--- src/rtl/seg7_pkg.sv ---
// Shared 7-segment definitions: digit glyphs, symbol kinds and the
// "no symbol accepted yet" marker used by the receive side.
package seg7_pkg;

    localparam logic [6:0] SEG7_DIGIT0 = 7'h3F;
    localparam logic [6:0] SEG7_DIGIT1 = 7'h06;
    localparam logic [6:0] SEG7_DIGIT2 = 7'h5B;
    localparam logic [6:0] SEG7_DIGIT3 = 7'h4F;
    localparam logic [6:0] SEG7_DIGIT4 = 7'h66;
    localparam logic [6:0] SEG7_DIGIT5 = 7'h6D;
    localparam logic [6:0] SEG7_DIGIT6 = 7'h7D;
    localparam logic [6:0] SEG7_DIGIT7 = 7'h07;

    typedef enum logic [1:0] {
        KIND_DIGIT   = 2'b00,
        KIND_NONE    = 2'b01,
        KIND_INVALID = 2'b10,
        KIND_RSVD    = 2'b11
    } kind_e;

    typedef struct packed {
        kind_e      kind;
        logic [2:0] code;
    } sym_t;

    // The reserved kind is never produced by classification, so it cannot
    // match any real symbol.
    localparam sym_t SYM_UNKNOWN = '{kind: KIND_RSVD, code: 3'd0};

    typedef enum logic {
        ST_TRACK,
        ST_PRESENT
    } state_e;

    function automatic logic [6:0] seg7_digit(input logic [2:0] idx);
        logic [6:0] glyph;
        case (idx)
            3'd0:    glyph = SEG7_DIGIT0;
            3'd1:    glyph = SEG7_DIGIT1;
            3'd2:    glyph = SEG7_DIGIT2;
            3'd3:    glyph = SEG7_DIGIT3;
            3'd4:    glyph = SEG7_DIGIT4;
            3'd5:    glyph = SEG7_DIGIT5;
            3'd6:    glyph = SEG7_DIGIT6;
            default: glyph = SEG7_DIGIT7;
        endcase
        return glyph;
    endfunction

endpackage

--- src/rtl/seg7_classify.sv ---
// Combinational decode of a {dp, gfedcba} pattern into symbol kind and
// digit index; usable standalone as a display-bus checker.
module seg7_classify
    import seg7_pkg::*;
(
    input  logic [7:0] i_pattern,
    output kind_e      o_kind,
    output logic [2:0] o_code
);

    always_comb begin
        o_kind = KIND_INVALID;
        o_code = '0;
        if (i_pattern[7]) begin
            if (i_pattern[6:0] == 7'h00) begin
                o_kind = KIND_NONE;
            end
        end else begin
            for (int unsigned k = 0; k < 8; k++) begin
                if (i_pattern[6:0] == seg7_digit(3'(k))) begin
                    o_kind = KIND_DIGIT;
                    o_code = 3'(k);
                end
            end
        end
    end

endmodule

--- src/rtl/seven_segment_to_priority_code.sv ---
// Recovers the priority code from a sampled 7-segment display bus, with
// input synchronisation, stability filtering and a valid/ready output.
module seven_segment_to_priority_code
    import seg7_pkg::*;
#(
    parameter int unsigned SYNC_STAGES   = 2,
    parameter int unsigned STABLE_CYCLES = 4
)
(
    input  logic       clk,
    input  logic       rst_n,
    input  logic [6:0] segments,
    input  logic       no_data,
    output logic       out_valid,
    input  logic       out_ready,
    output logic [1:0] out_kind,
    output logic [2:0] out_code,
    output logic [7:0] out_data,
    output logic       overrun,
    input  logic       overrun_clr
);

    localparam int unsigned    CNT_W   = $clog2(STABLE_CYCLES + 1);
    localparam logic [CNT_W-1:0] CNT_MAX = CNT_W'(STABLE_CYCLES);

    logic [7:0]       r_sync [SYNC_STAGES];
    logic [7:0]       r_prev;
    logic [CNT_W-1:0] r_cnt;
    sym_t             r_last;
    sym_t             r_out_sym;
    logic [7:0]       r_out_data;
    logic             r_overrun;
    state_e           r_state;
    state_e           w_state_next;

    logic [7:0] w_vec;
    logic       w_same;
    logic       w_stable;
    logic       w_new;
    logic       w_load;
    logic       w_drop;
    kind_e      w_kind;
    logic [2:0] w_code;
    sym_t       w_sym;

    always_ff @(posedge clk or negedge rst_n) begin
        if (!rst_n) begin
            for (int unsigned i = 0; i < SYNC_STAGES; i++) begin
                r_sync[i] <= '0;
            end
        end else begin
            r_sync[0] <= {no_data, segments};
            for (int unsigned i = 1; i < SYNC_STAGES; i++) begin
                r_sync[i] <= r_sync[i-1];
            end
        end
    end

    assign w_vec  = r_sync[SYNC_STAGES-1];
    assign w_same = (w_vec == r_prev);
    // Fires only on the cycle the count reaches its limit, not while saturated.
    assign w_stable = w_same && (r_cnt == CNT_MAX - 1'b1);

    always_ff @(posedge clk or negedge rst_n) begin
        if (!rst_n) begin
            r_prev <= '0;
            r_cnt  <= '0;
        end else begin
            r_prev <= w_vec;
            if (!w_same) begin
                r_cnt <= '0;
            end else if (r_cnt != CNT_MAX) begin
                r_cnt <= r_cnt + 1'b1;
            end
        end
    end

    seg7_classify u_classify (
        .i_pattern (w_vec),
        .o_kind    (w_kind),
        .o_code    (w_code)
    );

    assign w_sym = '{kind: w_kind, code: w_code};
    assign w_new = w_stable && (w_sym != r_last);

    always_ff @(posedge clk or negedge rst_n) begin
        if (!rst_n) begin
            r_state <= ST_TRACK;
        end else begin
            r_state <= w_state_next;
        end
    end

    always_comb begin
        w_state_next = r_state;
        case (r_state)
            ST_TRACK:   if (w_new)     w_state_next = ST_PRESENT;
            ST_PRESENT: if (out_ready) w_state_next = ST_TRACK;
            default:                   w_state_next = ST_TRACK;
        endcase
    end

    always_comb begin
        out_valid = (r_state == ST_PRESENT);
        w_load    = (r_state == ST_TRACK) && w_new;
        w_drop    = (r_state == ST_PRESENT) && w_new;
    end

    always_ff @(posedge clk or negedge rst_n) begin
        if (!rst_n) begin
            r_out_sym  <= '{kind: KIND_DIGIT, code: 3'd0};
            r_out_data <= '0;
            r_last     <= SYM_UNKNOWN;
            r_overrun  <= 1'b0;
        end else begin
            if (w_load) begin
                r_out_sym  <= w_sym;
                r_out_data <= (w_sym.kind == KIND_DIGIT) ? (8'h01 << w_sym.code) : '0;
            end
            if (w_new) begin
                r_last <= w_sym;
            end
            if (w_drop) begin
                r_overrun <= 1'b1;
            end else if (overrun_clr) begin
                r_overrun <= 1'b0;
            end
        end
    end

    assign out_kind = r_out_sym.kind;
    assign out_code = r_out_sym.code;
    assign out_data = r_out_data;
    assign overrun  = r_overrun;

endmodule

--- config.mk ---
export PLATFORM = sky130hd
export DESIGN_NAME = seven_segment_to_priority_code
export DESIGN_NICKNAME = d
export VERILOG_FILES = /design/src/rtl/seg7_pkg.sv /design/src/rtl/seg7_classify.sv /design/src/rtl/seven_segment_to_priority_code.sv
export SDC_FILE = /design/constraint.sdc
export NUM_CORES = 1
export LEC_CHECK = 0
export CAP_MARGIN = 20
export CELL_PAD_IN_SITES_DETAIL_PLACEMENT = 0
export CELL_PAD_IN_SITES_GLOBAL_PLACEMENT = 1
export CORE_AREA = 2 2 74 76
export DETAILED_ROUTE_END_ITERATION = 8
export DIE_AREA = 0 0 76 78
export PLACE_DENSITY = 0.78
export REMOVE_ABC_BUFFERS = 1
export SYNTH_ARGS = -nofsm -noshare
export SYNTH_HDL_FRONTEND = slang
export SYNTH_SLANG_ARGS = --single-unit
--- constraint.sdc ---
create_clock -name clk -period 3.1 [get_ports clk]
set_clock_uncertainty 0.05 [all_clocks]
set_input_delay 0.465 -clock clk [delete_from_list [all_inputs] [get_ports clk]]
set_output_delay 0.465 -clock clk [all_outputs]
set_load 0.005 [all_outputs]
# == Word-level counts from Yosys, hierarchy flattened ==
# Cells that the tools add are included.
# Widths: inputs -> output; s select.
# op_classes
n_eq_ne,13
shifts,1
n_reduce_logical,7
add_sub_neg,1
n_mux,34
n_bitwise,1
# op_table
cell,count
$eq 7x7->1,8
$mux 7,8
$mux 2,12
$mux 3,7
$eq 8x8->1,1
$mux 8,1
$shl 1x3->8 const A,1
$logic_not 7->1,1
$mux 1,5
$ne 5x5->1,1
$logic_and 1x1->1,4
$add 3x1->3 const B,1
$eq 3x2->1 const B,1
$ne 3x3->1 const B,1
$logic_not 2->1,1
$ne 2x1->1 const B,1
$pmux 1 s2,1
$reduce_bool 2->1,1
$not 1->1,1
# word_totals
input_bits,12
word_cells,68
output_inout_bits,15
reg_bits,47

# == Longest topological paths before layout ==
# Gate-level depths: netlist of run 1.
# depth
word_depth,15
mapped_depth,10
ltp_nobuf,7

# == Cells and area by module ==
# A second synthesis of run 1 with hierarchy kept.
# hier_totals
cells_unflattened,155
hier_area_um2,2039.5
# by_module_without_submodules
module,area_per_inst_um2,seq_area_each_um2,n_inst,cells_per_inst
seven_segment_to_priority_code,1818.0,1178.6,1,120
seg7_classify,221.5,0.0,1,35

# == Worst setup path before layout of run 1 ==
# Ideal clock, no wire load.
# synth_timing
path_type,register to register
start,"register r_sync, in the netlist w_vec[6]"
end,"register r_out_sym, in the netlist out_code[0]"
path_buffers,3
required_time_ps,2925
stages_incl_launch_ff,11
t_arrival_ps,2456
synth_period_minus_slack_ps,2631
slack_ps,469
setup_time_ps,125
path_cell_list,dfrtp_1 > clkbuf_8 > or2_4 > a2111oi_4 > o21a_1 > o21ai_1 > nor4_2 > or3_1 > buf_6 > buf_12 > mux2_4
# synth_between
elab_chain_len,13
elab_cells_between_ends,32
classes_between,eq/ne (10); mux (18); reduce/logical (4)
# synth_rtl
element,line,source
start: declaration,seven_segment_to_priority_code.sv:26,logic [7:0] r_sync [SYNC_STAGES];
start signal: indexed assignment,seven_segment_to_priority_code.sv:54,r_sync[i] <= r_sync[i-1];
$eq 7x7->1,seg7_classify.sv:20,if (i_pattern[6:0] == seg7_digit(3'(k))) begin
$mux 2 (8 in series),seg7_classify.sv:20,
$mux 2,seg7_classify.sv:14,if (i_pattern[7]) begin
$ne 5x5->1,seven_segment_to_priority_code.sv:85,assign w_new = w_stable && (w_sym != r_last);
$logic_and 1x1->1,seven_segment_to_priority_code.sv:85,
$logic_and 1x1->1,seven_segment_to_priority_code.sv:106,w_load = (r_state == ST_TRACK) && w_new;
end signal: assignment,seven_segment_to_priority_code.sv:112,"r_out_sym <= '{kind: KIND_DIGIT, code: 3'd0};"
end signal: assignment,seven_segment_to_priority_code.sv:118,r_out_sym <= w_sym;
end: declaration,seven_segment_to_priority_code.sv:30,sym_t r_out_sym;
# Several ways; a longest one is shown, not always the timed one.
# A chain may end at the register's enable or synchronous reset.

# == Final worst setup path of run 1 ==
# layout_timing
start,"register r_sync, in the netlist w_vec[6]"
end,register r_out_data[1] (netlist: out_data[1])
# layout_between
elab_chain_len,13
elab_cells_between_ends,35
classes_between,eq/ne (10); shift (1); mux (19); reduce/logical (5)
# layout_rtl
element,line,source
$eq 7x7->1,seg7_classify.sv:20,
$mux 2 (8 in series),seg7_classify.sv:20,
$mux 2,seg7_classify.sv:14,
$ne 5x5->1,seven_segment_to_priority_code.sv:85,
$logic_and 1x1->1,seven_segment_to_priority_code.sv:85,
$logic_and 1x1->1,seven_segment_to_priority_code.sv:106,
end signal: assignment,seven_segment_to_priority_code.sv:119,r_out_data <= (w_sym.kind == KIND_DIGIT) ? (8'h01 << w_sym.code) : '0;
end: declaration,seven_segment_to_priority_code.sv:31,logic [7:0] r_out_data;
# Several ways; a longest one is shown, not always the timed one.

==> metrics.cfg, run 1 <==
[yosys]
synth_top_area_share = 0.510
syn_avg_cell_area_um2 = 12.0
synth_area_leader_cell = dfrtp_1
yosysSeqAreaShare = 0.534
synthCells = 184
synth_ff_type = dfrtp_1
synth_cell_types = 52
synth_commonest_cells = dfrtp_1 (45), nor2_1 (15), nand2_1 (12), nor3_1 (10), xnor2_1 (10)
async_flop_share = 1.00
synth_edf_count = 0
yosys_warnings = 0
synthesis.area_um2 = 2210
ys_ff_latch = 47
synth_area_leaders = dfrtp_1 (51%), xnor2_1 (4.0%), mux2_2 (2.5%)
synth.most_common_cell = dfrtp_1

[timing]
slew_violations = 0
clock.fmax_mhz = 352
fin_crit_sh = 0.918
grt_setup_unrepaired = no
worst_pin_slew_ns = 0.484
tns_ns = 0
hold_ws_ns = 0.0174
period_needed_ns = 2.84
hold_viol = 0
setup-violations-final = 0
maxSlewHeadroom = 0.675

[floorplanning]
io_pins = 27
initial_core_util = 0.438
die_w_um = 76
row_count = 26
core_um2 = 5040
die-area_um2 = 5930
fp.dieH_um = 78

[clocking]
cts_root_buf = clkbuf_8
clock_latency_ns = 0.30
cts_tree = done
cts_max_level = 2
clkTransAtPathRegs_ns = 0.09
cts_sinks = 47
cts_made_buffers = 5
clockBufferDepth = 2

[grt]
grt_pass1_wl_mm = 6.88
grt_max_degree = 48
antenna_found_initial = 0
grt_usage = 0.147
first_global_vias = 1416
gr-total-overflow = 0

[finish]
final_core_util = 0.514
drive_gt1_frac = 0.179
final_area_um2 = 2590
area_growth_pct = 17.5
nNetsFinal = 226
antenna_cells = 0

[placement]
dpl_cell_area_um2 = 2450
dp_hpwl_mm = 2.69
io_buffer_count = 26
gp_congestion = 0.843

[power_and_ir_drop]
power_density_nw_per_um2 = 453
peakVddDrop_mv = 0.267
total_power_mw = 1.17
p_leak_nw = 1.09

[detailed_routing]
wirelength_mm = 3.84
wl_per_cell_um = 13.6
drc = 0
drt_pass1_iterations = 4
drtIter0Drc = 63
routed_via_density = 4.90
routed-via-count = 1383
drtAntennaViolNets = 0

[critical_path]
crit_top_cell = nor4_2
crit_chain = nor4_2 -> nand4b_1 -> or3b_1 -> o211a_1 -> nor4_2 -> buf_4 -> or4_2 -> o2bb2ai_1
slowest_stage = or4_2
cp.depth = 8
crit_type = reg2reg
slowest_delay_ns = 0.66
path_buf_inv = 1
required_ns = 3.28
critPathTopFamily = simple AND/OR/NAND/NOR gates
crit_path_start_kind = flip-flop
crit_fanout = 12
cp-end-kind = flip-flop
cp.arrival_ns = 3.02
reg2regPathDepth = 8

[worst_hold_path]
min_path_type = in2async

[run_status]
status = finished clean

[flow_run]
cap_violations = 0

[flip-flops by register name (all words and copies together), names as in the netlist]
name,count
out_data,8
r_prev,8
r_sync,8
w_vec,8
r_last,5
out_code,3
r_cnt,3
out_kind,2
out_valid,1
overrun,1
[logic make-up after synthesis]
group	synth area share
AO/OA/AOI/OAI	0.0941
XOR/XNOR	0.0510
flip-flops	0.534
AND/OR/NAND/NOR	0.175
buffers and inverters	0.0742
adder cells (fa/ha/maj)	0.0170
multiplexers	0.0550
[worst register-to-register path, stage by stage, from the launching register on]
cell and delay, ns:
dfrtp_1 0.54, nor4_2 0.53, nand4b_1 0.19, or3b_1 0.25, o211a_1 0.17, nor4_2 0.05
buf_4 0.15, or4_2 0.66, o2bb2ai_1 0.18
[cell usage in the layout (no fill, tap or decap), types with 4 or more instances in the layout]
cell,Yosys,routed
clkbuf_8,3,5
nor2_1,15,15
dfrtp_1,45,45
mux2_2,5,5
nand2_1,12,12
inv_1,9,9
nor3_1,10,10
xnor2_1,10,10
clkdlybuf4s50_1,0,25
buf_4,3,4
o21ai_0,5,5
[routing by layer]
layer  GRT usage  up-vias  wire length (µm)
met2       0.214       29              1700
met1       0.206      649              1940
met3      0.0337        6               135
li1            -      699                 -
met5           0        -                 0
met4      0.0764        0                63
[power breakdown]
group | total, mW | switching (mW) | internal [mW]
combinational | 0.0684 | 0.0345 | 0.0339
clock | 0.459 | 0.215 | 0.244
sequential | 0.646 | 0.0181 | 0.628
[final cells by class]
type | instances | area, µm²
multi-input combinational | 117 | 872
tap | 70 | 87.6
inverter | 9 | 33.8
fill | 463 | 2450
clock inverter | 3 | 47.5
sequential | 47 | 1180
clock buffer | 5 | 68.8
timing repair buffer | 31 | 305
[per-stage QoR]
stage | std cells | worst slack [ns]
4_1_cts | 281 | 0.198
3_3_place_gp | 273 | 0.267
5_1_grt | 282 | 0.0106
2_1_floorplan | 173 | 0.332
6_report | 282 | 0.255
3_5_place_dp | 273 | 0.226
[path summary, 6_finish.rpt]
check / start / end / slack (ns)
worst max-delay path: w_vec[6] / out_data[1] / 0.26
worst min-delay path: rst_n / r_prev[1] / 0.02
worst max register to register: w_vec[6] / out_data[1] / 0.26
worst min register to register: r_sync[10] / w_vec[2] / 0.30
max in group asynchronous: rst_n / w_vec[6] / 2.49
min in group clk: r_sync[10] / w_vec[2] / 0.30
[what timing repair did]
| item | in CTS | in global routing |
|---|---|---|
| gates resized for setup | 0 | 1 |
| hold buffers | 0 | 0 |
| endpoints found under the setup margin | 0 | 2 |
| setup buffers | 0 | 0 |
(Power assumes the default switching activity.)
==> run 2, diff against run 1 <==
Settings changed: CORE_AREA 2 2 74 76 to 2 2 78 80, DIE_AREA 0 0 76 78 to 0 0 80 82, PLACE_DENSITY 0.78 to 0.71.
==> run 2 against run 1 <==
Net effect:
- cell area grew 1.1%
- flip-flop and latch count did not move
- cell count increased by 2.5%
- critical endpoint is now out_data[2]
- highest routed layer unchanged
- worst setup slack worse by 0.080 ns
- largest cell class unchanged
- clock power about the same
==> metrics.cfg, run 2 (synthesis gave the netlist of run 1 again) <==
[run_status]
status = finished clean

[timing]
period_needed_ns = 2.92
grt_setup_unrepaired = no
worst_pin_slew_ns = 0.470
fin_crit_sh = 0.943
setup-violations-final = 0
tns_ns = 0
worst_slack_ns = 0.175
maxSlewHeadroom = 0.684
hold_viol = 0
slew_violations = 0
clock.fmax_mhz = 342

[detailed_routing]
drtIter0Drc = 35
routed-via-count = 1376
drc = 0
wl_per_cell_um = 13.4
drt_pass1_iterations = 4
wirelength_mm = 3.88
routed_via_density = 4.76
drtAntennaViolNets = 0

[critical_path]
crit_path_start_kind = flip-flop
required_ns = 3.24
slowest_stage = dfrtp_1
crit_chain = nand2b_4 -> a211oi_2 -> or3b_1 -> o211a_1 -> nor4_2 -> or3_1 -> buf_4 -> mux2_2
cp.arrival_ns = 3.06
slowest_delay_ns = 0.55
critPathTopFamily = simple AND/OR/NAND/NOR gates
crit_type = reg2reg
crit_fanout = 9
path_buf_inv = 1
cp-end-kind = flip-flop

[grt]
grt_use_met2 = 0.200
gr-total-overflow = 0
antenna_found_initial = 0
globalRouteMet1Util = 0.187
first_global_vias = 1385
grt_usage = 0.132
met3_usage = 0.0308
grt_pass1_wl_mm = 6.73
grt_max_degree = 48
busiest_layer = met2

[placement]
gp_congestion = 0.834
placedCellCount = 279
dpl_cell_area_um2 = 2460
dp_hpwl_mm = 2.74
io_buffer_count = 26
post-place-ws_ns = 0.228

[flow_run]
cap_violations = 0

[clocking]
cts_made_buffers = 5
clockBufferDepth = 2
clkTransAtPathRegs_ns = 0.09
postCtsSetupRepairBufs = 0
cts_tree = done
cts_sinks = 47
cts_root_buf = clkbuf_8
cts_max_level = 2
clock_latency_ns = 0.30

[floorplanning]
die-area_um2 = 6560
core_um2 = 5750
row_count = 28
die_w_um = 80
initial_core_util = 0.384
fp.dieH_um = 82
io_pins = 27

[finish]
fill_cells = 556
antenna_cells = 0
final_cell_mix = dfrtp_1 (43), clkdlybuf4s50_1 (25), nor2_1 (15), nand2_1 (12)
final_common_cell = dfrtp_1
final_area_um2 = 2620
area_growth_pct = 18.8
final_core_util = 0.456
drive_gt1_frac = 0.187
nNetsFinal = 228
fin_cells = 289

[power_and_ir_drop]
power_density_nw_per_um2 = 447
p_leak_nw = 1.10
peakVddDrop_mv = 0.236

[worst_hold_path]
min_path_type = reg2reg

-- run 2: changes by cell type in the layout (fill, tap and decap cells not counted), sizes merged --
cell,before,now
buf,6,7
dlygate4sd3,0,1
-- run 2: routing by layer --
layer  up-vias  wire length [µm]  share of wire
li1        693                 -              -
met1       654              1950           0.50
met2        23              1750           0.45
met3         6               111          0.029
met4         0                60          0.015
met5         -                 0              0
-- run 2: area by class of cell --
type,count,area [µm²],share of cell area
flip-flops and latches,47,1180,0.450
clock inverters,3,47.5,0.0181
repair buffers,33,323,0.123
well taps,75,93.8,0.0358
inverters,9,33.8,0.0129
multi-input cells,117,875,0.333
clock buffers,5,68.8,0.0262
-- run 2: power by group --
| group | total [mW] | internal, mW | switching (mW) | leakage, nW |
|---|---|---|---|---|
| sequential | 0.647 | 0.629 | 0.0185 | 0.592 |
| combinational | 0.0697 | 0.0350 | 0.0347 | 0.448 |
| clock | 0.456 | 0.244 | 0.212 | 0.0587 |
-- run 2: metrics by stage --
stage	power, mW	hold slack, ns
after floorplan	0.688	0.119
after global placement	0.724	0.283
after detailed placement	0.725	0.285
after CTS	1.18	0.305
after global routing	1.23	0.316
final	1.17	0.304
-- run 2: worst paths after layout --
check | endpoint | cells after the start | from | slack (ns)
setup / recovery | out_data[2] | 8 | w_vec[4] | 0.18
hold / removal | w_vec[0] | 0 | r_sync[8] | 0.30
setup reg to reg | out_data[2] | 8 | w_vec[4] | 0.18
hold reg to reg | w_vec[0] | 0 | r_sync[8] | 0.30
max in group asynchronous | r_last[4] | 3 | rst_n | 2.05
min in group asynchronous | out_code[2] | 2 | rst_n | 0.46
-- run 2: what timing repair did --
item                                    4_1_cts  5_1_grt
hold endpoints to repair                      0        3
endpoints found under the setup margin        0        5
hold buffers                                  0        1
gates resized for setup                       0        3
==> run 3, diff against run 2 <==
Settings changed: SETUP_SLACK_MARGIN from default to 0.5, SKIP_CTS_REPAIR_TIMING from default to 1.
==> run 3 against run 2 <==
Net effect:
- sequential share of layout area decreased by 4.4 points
- total power increased by 2.9%
- non-clock buffer count increased by 18
- utilization increased by 5.2 points
- wire length increased by 12%
- combinational power increased by 42%
- register-to-register slack improved by 0.21 ns
- via count increased by 7.9%
- largest cell class unchanged
==> metrics.cfg, run 3 (synthesis gave the netlist of run 1 again) <==
[clocking]
cts_root_buf = clkbuf_8
cts_tree = done
cts_max_level = 2
clockBufferDepth = 2
clock_latency_ns = 0.31
clkTransAtPathRegs_ns = 0.09
cts_made_buffers = 5
cts_sinks = 47

[placement]
placedCellCount = 279
post-place-ws_ns = 0.228
dpl_cell_area_um2 = 2460
io_buffer_count = 26
gp_congestion = 0.834
dp_hpwl_mm = 2.74

[power_and_ir_drop]
power_density_nw_per_um2 = 414
p_leak_nw = 1.22
peakVddDrop_mv = 0.242
total_power_mw = 1.21

[detailed_routing]
routed-via-count = 1485
drc = 0
wl_per_cell_um = 14.1
drt_pass1_iterations = 4
routed_via_density = 4.84
drtAntennaViolNets = 0
wirelength_mm = 4.34
drtIter0Drc = 42

[timing]
fin_crit_sh = 0.874
setup-violations-final = 0
slew_violations = 0
grt_setup_unrepaired = yes
period_needed_ns = 2.71
hold_ws_ns = 0.297
tns_ns = 0
worst_pin_slew_ns = 0.473
clock.fmax_mhz = 369
hold_viol = 0
worst_slack_ns = 0.389
maxSlewHeadroom = 0.682

[finish]
area_growth_pct = 32.2
final_area_um2 = 2920
drive_gt1_frac = 0.336
antenna_cells = 0
final_core_util = 0.508
final_cell_mix = dfrtp_1 (38), clkdlybuf4s50_1 (25), buf_4 (17), nor2_1 (15), nand2_1 (12)
fin_cells = 307
nNetsFinal = 246
final_common_cell = dfrtp_1

[floorplanning]
die-area_um2 = 6560
core_um2 = 5750
die_w_um = 80
fp.dieH_um = 82
row_count = 28
io_pins = 27
initial_core_util = 0.384

[grt]
grt_pass1_wl_mm = 6.73
gr-total-overflow = 0
grt_usage = 0.132
grt_max_degree = 48
first_global_vias = 1385
antenna_found_initial = 0

[critical_path]
reg2regPathDepth = 10
cp-end-kind = flip-flop
slowest_delay_ns = 0.46
path_buf_inv = 3
slowest_stage = dfrtp_2
crit_path_end = out_data[3]
crit_path_start_kind = flip-flop
cp.arrival_ns = 2.86
startpoint = w_vec[6]
cp.depth = 10
regToRegEndpoint = out_data[3]
required_ns = 3.25
reg2reg_slack_ns = 0.39
crit_type = reg2reg
r2r_start = w_vec[6]
crit_chain = buf_12 -> buf_4 -> nand4b_1 -> o22ai_2 -> or2_2 -> o211a_1 -> nor4_4 -> or3_4 -> buf_8 -> mux2_2
critPathTopFamily = simple AND/OR/NAND/NOR gates
crit_fanout = 8

[flow_run]
cap_violations = 0

[run_status]
status = finished clean

[worst_hold_path]
min_path_type = reg2reg

==> run 3: cell types whose count changed in the layout (fill, tap and decap cells not counted), sizes merged <==
cell,before,now
buf,7,25
==> run 3: area by class of cell <==
| cell class | count | area, µm² |
|---|---|---|
| Sequential cell | 47 | 1190 |
| Fill cell | 524 | 2830 |
| Multi-Input combinational cell | 117 | 986 |
| Clock buffer | 5 | 68.8 |
| Tap cell | 75 | 93.8 |
| Clock inverter | 3 | 47.5 |
| Inverter | 9 | 33.8 |
| Timing Repair Buffer | 51 | 502 |
==> run 3: worst min-delay path by stage <==
stage / depth (start not counted) / slack (ns) / startpoint / endpoint
6_report: 0 / 0.30 / r_sync[13] / w_vec[5]
5_1_grt: 0 / 0.31 / r_sync[9] / w_vec[1]
4_1_cts: 0 / 0.30 / r_sync[13] / w_vec[5]
3_5_place_dp: 0 / 0.28 / r_sync[8] / w_vec[0]
3_3_place_gp: 0 / 0.28 / r_sync[12] / w_vec[4]
2_1_floorplan: 0 / 0.12 / rst_n / out_code[0]
==> run 3: per-layer routing <==
| layer | part of all wire | wire, µm | up-vias | GRT usage |
|---|---|---|---|---|
| met1 | 0.49 | 2110 | 725 | 0.187 |
| met3 | 0.026 | 111 | 6 | 0.0308 |
| li1 | - | - | 729 | - |
| met4 | 0.017 | 74 | 0 | 0.0458 |
| met2 | 0.47 | 2040 | 25 | 0.200 |
| met5 | 0 | 0 | - | 0 |
==> run 3: worst register-to-register path, cell delays in order, from the launching register on <==
cell	delay (ns)
dfrtp_2	0.46
buf_12	0.14
buf_4	0.13
nand4b_1	0.13
o22ai_2	0.10
or2_2	0.33
o211a_1	0.24
nor4_4	0.35
or3_4	0.22
buf_8	0.13
mux2_2	0.33
==> run 3: report_power, final <==
part,internal [mW],leakage (nW),switching (mW)
logic,0.0526,0.578,0.0463
registers,0.629,0.587,0.0165
clock network,0.244,0.0587,0.218
total,0.926,1.22,0.281
